**src/rtl/seq_alu.sv**
```systemverilog
// Multi-cycle ALU: single-cycle logic/arith/shift/rotate, Booth signed multiply, restoring signed divide.
// Optional divider built only when SEQ_ALU_DIV_EN is defined; otherwise opcode A is illegal.
module seq_alu #(
  parameter int WIDTH = 32
) (
  input  logic               clk,
  input  logic               clr,
  input  logic               start,
  input  logic [3:0]         op,
  input  logic [WIDTH-1:0]   a,
  input  logic [WIDTH-1:0]   b,
  output logic               busy,
  output logic               done,
  output logic [2*WIDTH-1:0] result,
  output logic               zero,
  output logic               div_zero,
  output logic               illegal_op
);
  localparam int SH_W = $clog2(WIDTH);

`ifdef SEQ_ALU_DIV_EN
  typedef enum logic [2:0] {S_IDLE, S_EXEC, S_MUL, S_DIV, S_FIX} state_t;
`else
  typedef enum logic [1:0] {S_IDLE, S_EXEC, S_MUL} state_t;
`endif

  typedef enum logic [3:0] {
    OP_ADD = 4'h0, OP_SUB = 4'h1, OP_AND = 4'h2, OP_OR  = 4'h3,
    OP_NEG = 4'h4, OP_NOT = 4'h5, OP_SRA = 4'h6, OP_MUL = 4'h7,
    OP_SHL = 4'h8, OP_SHR = 4'h9, OP_DIV = 4'hA, OP_ROL = 4'hB,
    OP_ROR = 4'hC
  } op_t;

  state_t            state;
  logic [WIDTH:0]    hi;
  logic [WIDTH-1:0]  lo;
  logic              qm1;
  logic [WIDTH-1:0]  mcand;
  logic [SH_W-1:0]   cnt;
  logic              last_iter;

  logic [SH_W-1:0]   amt;
  logic [WIDTH-1:0]  single_res;
  logic              single_ok;

  logic [WIDTH:0]    m_ext;
  logic [WIDTH:0]    acc;
  logic [WIDTH:0]    booth_hi;
  logic [WIDTH-1:0]  booth_lo;
  logic [2*WIDTH-1:0] product;

  assign amt       = b[SH_W-1:0];
  assign last_iter = (cnt == SH_W'(WIDTH - 1));

  always_comb begin
    single_res = '0;
    single_ok  = 1'b1;
    case (op)
      OP_ADD:  single_res = a + b;
      OP_SUB:  single_res = a - b;
      OP_AND:  single_res = a & b;
      OP_OR:   single_res = a | b;
      OP_NEG:  single_res = -a;
      OP_NOT:  single_res = ~a;
      OP_SRA:  single_res = $unsigned($signed(a) >>> amt);
      OP_SHL:  single_res = a << amt;
      OP_SHR:  single_res = a >> amt;
      // a shift by WIDTH yields zero, so an amount of 0 passes a through
      OP_ROL:  single_res = (a << amt) | (a >> (WIDTH - int'(amt)));
      OP_ROR:  single_res = (a >> amt) | (a << (WIDTH - int'(amt)));
      default: single_ok = 1'b0;
    endcase
  end

  // Booth step on {hi, lo, qm1}; hi carries one guard bit so subtracting MIN cannot overflow
  always_comb begin
    m_ext = {mcand[WIDTH-1], mcand};
    case ({lo[0], qm1})
      2'b01:   acc = hi + m_ext;
      2'b10:   acc = hi - m_ext;
      default: acc = hi;
    endcase
    booth_hi = {acc[WIDTH], acc[WIDTH:1]};
    booth_lo = {acc[0], lo[WIDTH-1:1]};
    product  = {booth_hi[WIDTH-1:0], booth_lo};
  end

`ifdef SEQ_ALU_DIV_EN
  logic              neg_q;
  logic              neg_r;
  logic              div_zero_r;
  logic [WIDTH:0]    rem_sh;
  logic [WIDTH:0]    trial;
  logic [WIDTH:0]    div_hi;
  logic [WIDTH-1:0]  div_lo;
  logic [WIDTH-1:0]  quo;
  logic [WIDTH-1:0]  rem;
  logic [WIDTH-1:0]  a_mag;
  logic [WIDTH-1:0]  b_mag;

  // restoring step: hi holds the partial remainder, lo shifts dividend out and quotient in
  always_comb begin
    rem_sh = {hi[WIDTH-1:0], lo[WIDTH-1]};
    trial  = rem_sh - {1'b0, mcand};
    div_hi = trial[WIDTH] ? rem_sh : trial;
    div_lo = {lo[WIDTH-2:0], ~trial[WIDTH]};
    quo    = neg_q ? -lo : lo;
    rem    = neg_r ? -hi[WIDTH-1:0] : hi[WIDTH-1:0];
    a_mag  = a[WIDTH-1] ? -a : a;
    b_mag  = b[WIDTH-1] ? -b : b;
  end

  assign div_zero = div_zero_r;
`else
  assign div_zero = 1'b0;
`endif

  always_ff @(posedge clk) begin
    if (clr) begin
      state      <= S_IDLE;
      busy       <= 1'b0;
      done       <= 1'b0;
      result     <= '0;
      zero       <= 1'b0;
      illegal_op <= 1'b0;
      hi         <= '0;
      lo         <= '0;
      qm1        <= 1'b0;
      mcand      <= '0;
      cnt        <= '0;
`ifdef SEQ_ALU_DIV_EN
      div_zero_r <= 1'b0;
      neg_q      <= 1'b0;
      neg_r      <= 1'b0;
`endif
    end else begin
      case (state)
        S_IDLE, S_EXEC: begin
          done  <= 1'b0;
          state <= S_IDLE;
          if (start) begin
            if (op == OP_MUL) begin
              state <= S_MUL;
              busy  <= 1'b1;
              hi    <= '0;
              lo    <= a;
              qm1   <= 1'b0;
              mcand <= b;
              cnt   <= '0;
`ifdef SEQ_ALU_DIV_EN
            end else if (op == OP_DIV && b == '0) begin
              state      <= S_EXEC;
              done       <= 1'b1;
              result     <= {a, {WIDTH{1'b1}}};
              zero       <= 1'b0;
              div_zero_r <= 1'b1;
              illegal_op <= 1'b0;
            end else if (op == OP_DIV) begin
              state <= S_DIV;
              busy  <= 1'b1;
              hi    <= '0;
              lo    <= a_mag;
              mcand <= b_mag;
              neg_q <= a[WIDTH-1] ^ b[WIDTH-1];
              neg_r <= a[WIDTH-1];
              cnt   <= '0;
`endif
            end else begin
              state      <= S_EXEC;
              done       <= 1'b1;
              result     <= single_ok ? {{WIDTH{1'b0}}, single_res} : '0;
              zero       <= single_ok ? (single_res == '0) : 1'b1;
              illegal_op <= ~single_ok;
`ifdef SEQ_ALU_DIV_EN
              div_zero_r <= 1'b0;
`endif
            end
          end
        end
        S_MUL: begin
          hi  <= booth_hi;
          lo  <= booth_lo;
          qm1 <= lo[0];
          cnt <= cnt + 1'b1;
          if (last_iter) begin
            state      <= S_IDLE;
            busy       <= 1'b0;
            done       <= 1'b1;
            result     <= product;
            zero       <= (product == '0);
            illegal_op <= 1'b0;
`ifdef SEQ_ALU_DIV_EN
            div_zero_r <= 1'b0;
`endif
          end
        end
`ifdef SEQ_ALU_DIV_EN
        S_DIV: begin
          hi  <= div_hi;
          lo  <= div_lo;
          cnt <= cnt + 1'b1;
          if (last_iter) state <= S_FIX;
        end
        S_FIX: begin
          state      <= S_IDLE;
          busy       <= 1'b0;
          done       <= 1'b1;
          result     <= {rem, quo};
          zero       <= ({rem, quo} == '0);
          illegal_op <= 1'b0;
          div_zero_r <= 1'b0;
        end
`endif
        default: state <= S_IDLE;
      endcase
    end
  end
endmodule

```
**config.mk**
```make
export PLATFORM = sky130hd
export DESIGN_NAME = seq_alu
export DESIGN_NICKNAME = d
export VERILOG_FILES = /design/src/rtl/seq_alu.sv
export SDC_FILE = /design/constraint.sdc
export NUM_CORES = 1
export LEC_CHECK = 0
export ABC_AREA = 1
export BUFFER_PORTS_ARGS = -buffer_cell sky130_fd_sc_hd__buf_2
export CORE_ASPECT_RATIO = 0.9
export CORE_UTILIZATION = 30
export DETAILED_ROUTE_END_ITERATION = 8
export PLACE_DENSITY = 0.47
export RECOVER_POWER = 25
export SLEW_MARGIN = 40
export SYNTH_ARGS = -nofsm -noshare
export SYNTH_HDL_FRONTEND = slang
export SYNTH_SLANG_ARGS = --single-unit
```
**constraint.sdc**
```tcl
create_clock -name clk -period 5.7 [get_ports clk]
set_input_delay 0.57 -clock clk [delete_from_list [all_inputs] [get_ports clk]]
set_output_delay 0.57 -clock clk [all_outputs]
set_load 0.03 [all_outputs]
```
==> metrics <==
Tmin final 4920 ps; detailed placement HPWL 95.86 mm; H-Tree Level Count 4; Net count, final 4,403; vias 29.98k; LEAKAGE 11.52 nW; reg2reg setup slack 780 ps; Top Ports 140; CP dominant cell by count nand3_1; crit path DAT 5330 ps; count of state elements after synthesis 172; Post-Syn Instances 4,257; area grow syn2layout 9.076%; Async S/R FF share, synth 0; insertion delay to the later sink of the worst-skew pair 480 ps; Yosys top cell by area nand2_1; Post-synth EDFFs 0; GRT Util Overall 0.3186; final WL 123.1 mm; post-CTS setup buffer count 0; sequential element share of the synthesized area 0.1546; slowest stage delay, CP 360 ps; final period utilization 0.8632; ys flop type dfxtp_1; Via density 5.725; Met3 Wirelength 15.32 mm; Sink Count 172; total gr overflow 0; CTS tree yes; Cell Area, Synth 22,280 µm²; synth unique cells 46; syn_area_per_cell 5.233 µm²; global-route wire length before repair 178.8 mm; Clock Skew 23.05 ps; largest net degree at the start of global routing 86; DRC Markers 0; CTS max path bufs 2; area post-placement 23,670 µm²; syn_nets 4,402; worst vdd rail ir drop 0.2305 mV; Slowest-stage cell, CP ha_1; Worst Setup End Kind register; clock tree root driver cell clkbuf_16; Routed met2 length 49.09 mm; Fin. Hold Viols 0; clock-pin slew on the worst setup and hold paths 80 ps; Design Power 4.772 mW; outcome completed; antenna violations before repair 5; # fillers 8,565; Synthesis Warnings 0; share of layout cells above drive strength 1 0.05900; wl on met1 54.76 mm; DIE HEIGHT 260.5 µm; vias in the first global route 26.69k; top cell type's share of synthesized area 0.2153; TNS Setup 0 ps; count leader, synth nand2_1; Cell Pwr Density 196.4 nW/µm²; 1st-iter DRT viols 4,068; max_cap viols 0; Die X 289.3 µm; Slew HR 0.3840; highest clock rate 0.2032 GHz; uppermost routed layer met5; PortBufs 138; setup violators final 0; Design Area, Final 24,300 µm²; Worst Setup Start Kind register; Critical Path RT 6110 ps; Max FO, Critical Path 5; Initial Util 0.3041; row count 94; Core Box Area 73,270 µm²; routed len/inst 23.50 µm; Total Die Area 75,360 µm²; Final Max Slew Viols 0; RSZ-0062 raised after global routing false; First-pass DRT Iterations 7; largest cells by area after synthesis nand2_1 22%, nand3_1 19%, dfxtp_1 15%; Hold WC Path Type reg -> reg; crit path kind reg -> reg; worst-margin pin slew 923.1 ps; RD Place Congestion 1.092; Post-synth top cells 1,278 x nand2_1, 863 x nand3_1, 436 x nor2_1; Num CTS Buffers 17; antenna-violating nets left 0
## stage by stage
stage	cells	utilization	hold slack (ps)	setup WS [ps]
floorplan	4257	-	440.9	1506
global placement	5198	0.3226	452.6	483.2
detailed placement	5198	0.3230	455.4	613.4
CTS	5230	0.3320	462.6	672.5
global route	5231	0.3315	474.6	62.03
finish	5236	0.3316	468.1	779.8
## worst paths after layout
| check | start | to | cells past startpoint |
|---|---|---|---|
| max reg2reg | mcand[2] | zero | 28 |
| max | mcand[2] | zero | 28 |
| min reg2reg | result[1] | result[1] | 2 |
| min | result[1] | result[1] | 2 |
## final cells by class
| class | count | area [µm²] | share of cell area |
|---|---|---|---|
| sequential | 172 | 3443 | 0.1417 |
| inverter | 421 | 1590 | 0.06544 |
| multi-input combinational | 3451 | 16330 | 0.6719 |
| timing repair buffer | 195 | 1062 | 0.04371 |
| clock inverter | 15 | 237.7 | 0.009783 |
| antenna | 5 | 12.51 | 0.0005149 |
| tap | 960 | 1201 | 0.04943 |
| clock buffer | 17 | 425.4 | 0.01751 |
## cell families after synthesis
family / Yosys count / share of synthesized area
compound gates: 574 / 0.1364
xor+xnor: 59 / 0.02319
fa+ha+maj: 74 / 0.04223
buf+inv: 634 / 0.1152
flops: 172 / 0.1546
mux: 1 / 0.0004493
other cells: 1 / 0.0001683
simple gates: 2742 / 0.5278
## critical path, delay by kind of cell, from the launching register on
kind / cells / cell delay (ps)
AOI/OAI and AO/OA: 4 / 870
xor gates and xnor gates: 1 / 180
DFF: 1 / 340
and+or+nand+nor: 20 / 2920
adders and majority gates: 1 / 360
buffers and inverters: 2 / 160
## repair_timing
item	in CTS	in global routing
hold buffers	0	0
endpoints found under the setup margin	0	1
resized for setup	0	1
## per-layer routing
metal / up-vias / GRT usage
li1: 13996 / -
met1: 13909 / 0.4635
met2: 1846 / 0.4503
met3: 223 / 0.08278
met4: 4 / 0.09649
met5: - / 0
## placed cells by master (no fill, tap or decap), drive strengths merged
cell and n:
nand2 1288, nand3 863, nor2 446, inv 429, a21oi 264, o21ai 224, dfxtp 172, buf 135
clkbuf 77, ha 72, xor2 57, nand4 49, nor3 44, a31oi 36, or2 32, o211ai 12
o21bai 11, nand3b 9, o22ai 9, clkinv 7, o21a 6, diode 5, nor4 5, a211oi 4
a21boi 3, and2 3, xnor2 2, o221ai 2, nor3b 2, fa 2, and3 1, o2111ai 1
a22o 1, o211a 1, mux2i 1, conb 1
## state kept, by name (all words and copies together) (netlist names)
name,flops
state,2
lo,32
busy,1
done,1
cnt,5
hi,32
illegal_op,1
zero,1
result,64
qm1,1
mcand,32
## power breakdown
part           internal, mW  leakage, nW  switching, mW
clock                 0.628        0.317          0.690
sequential             1.24         1.40         0.0276
combinational         0.564         9.81           1.62
Power figures use the tool's default switching activity.
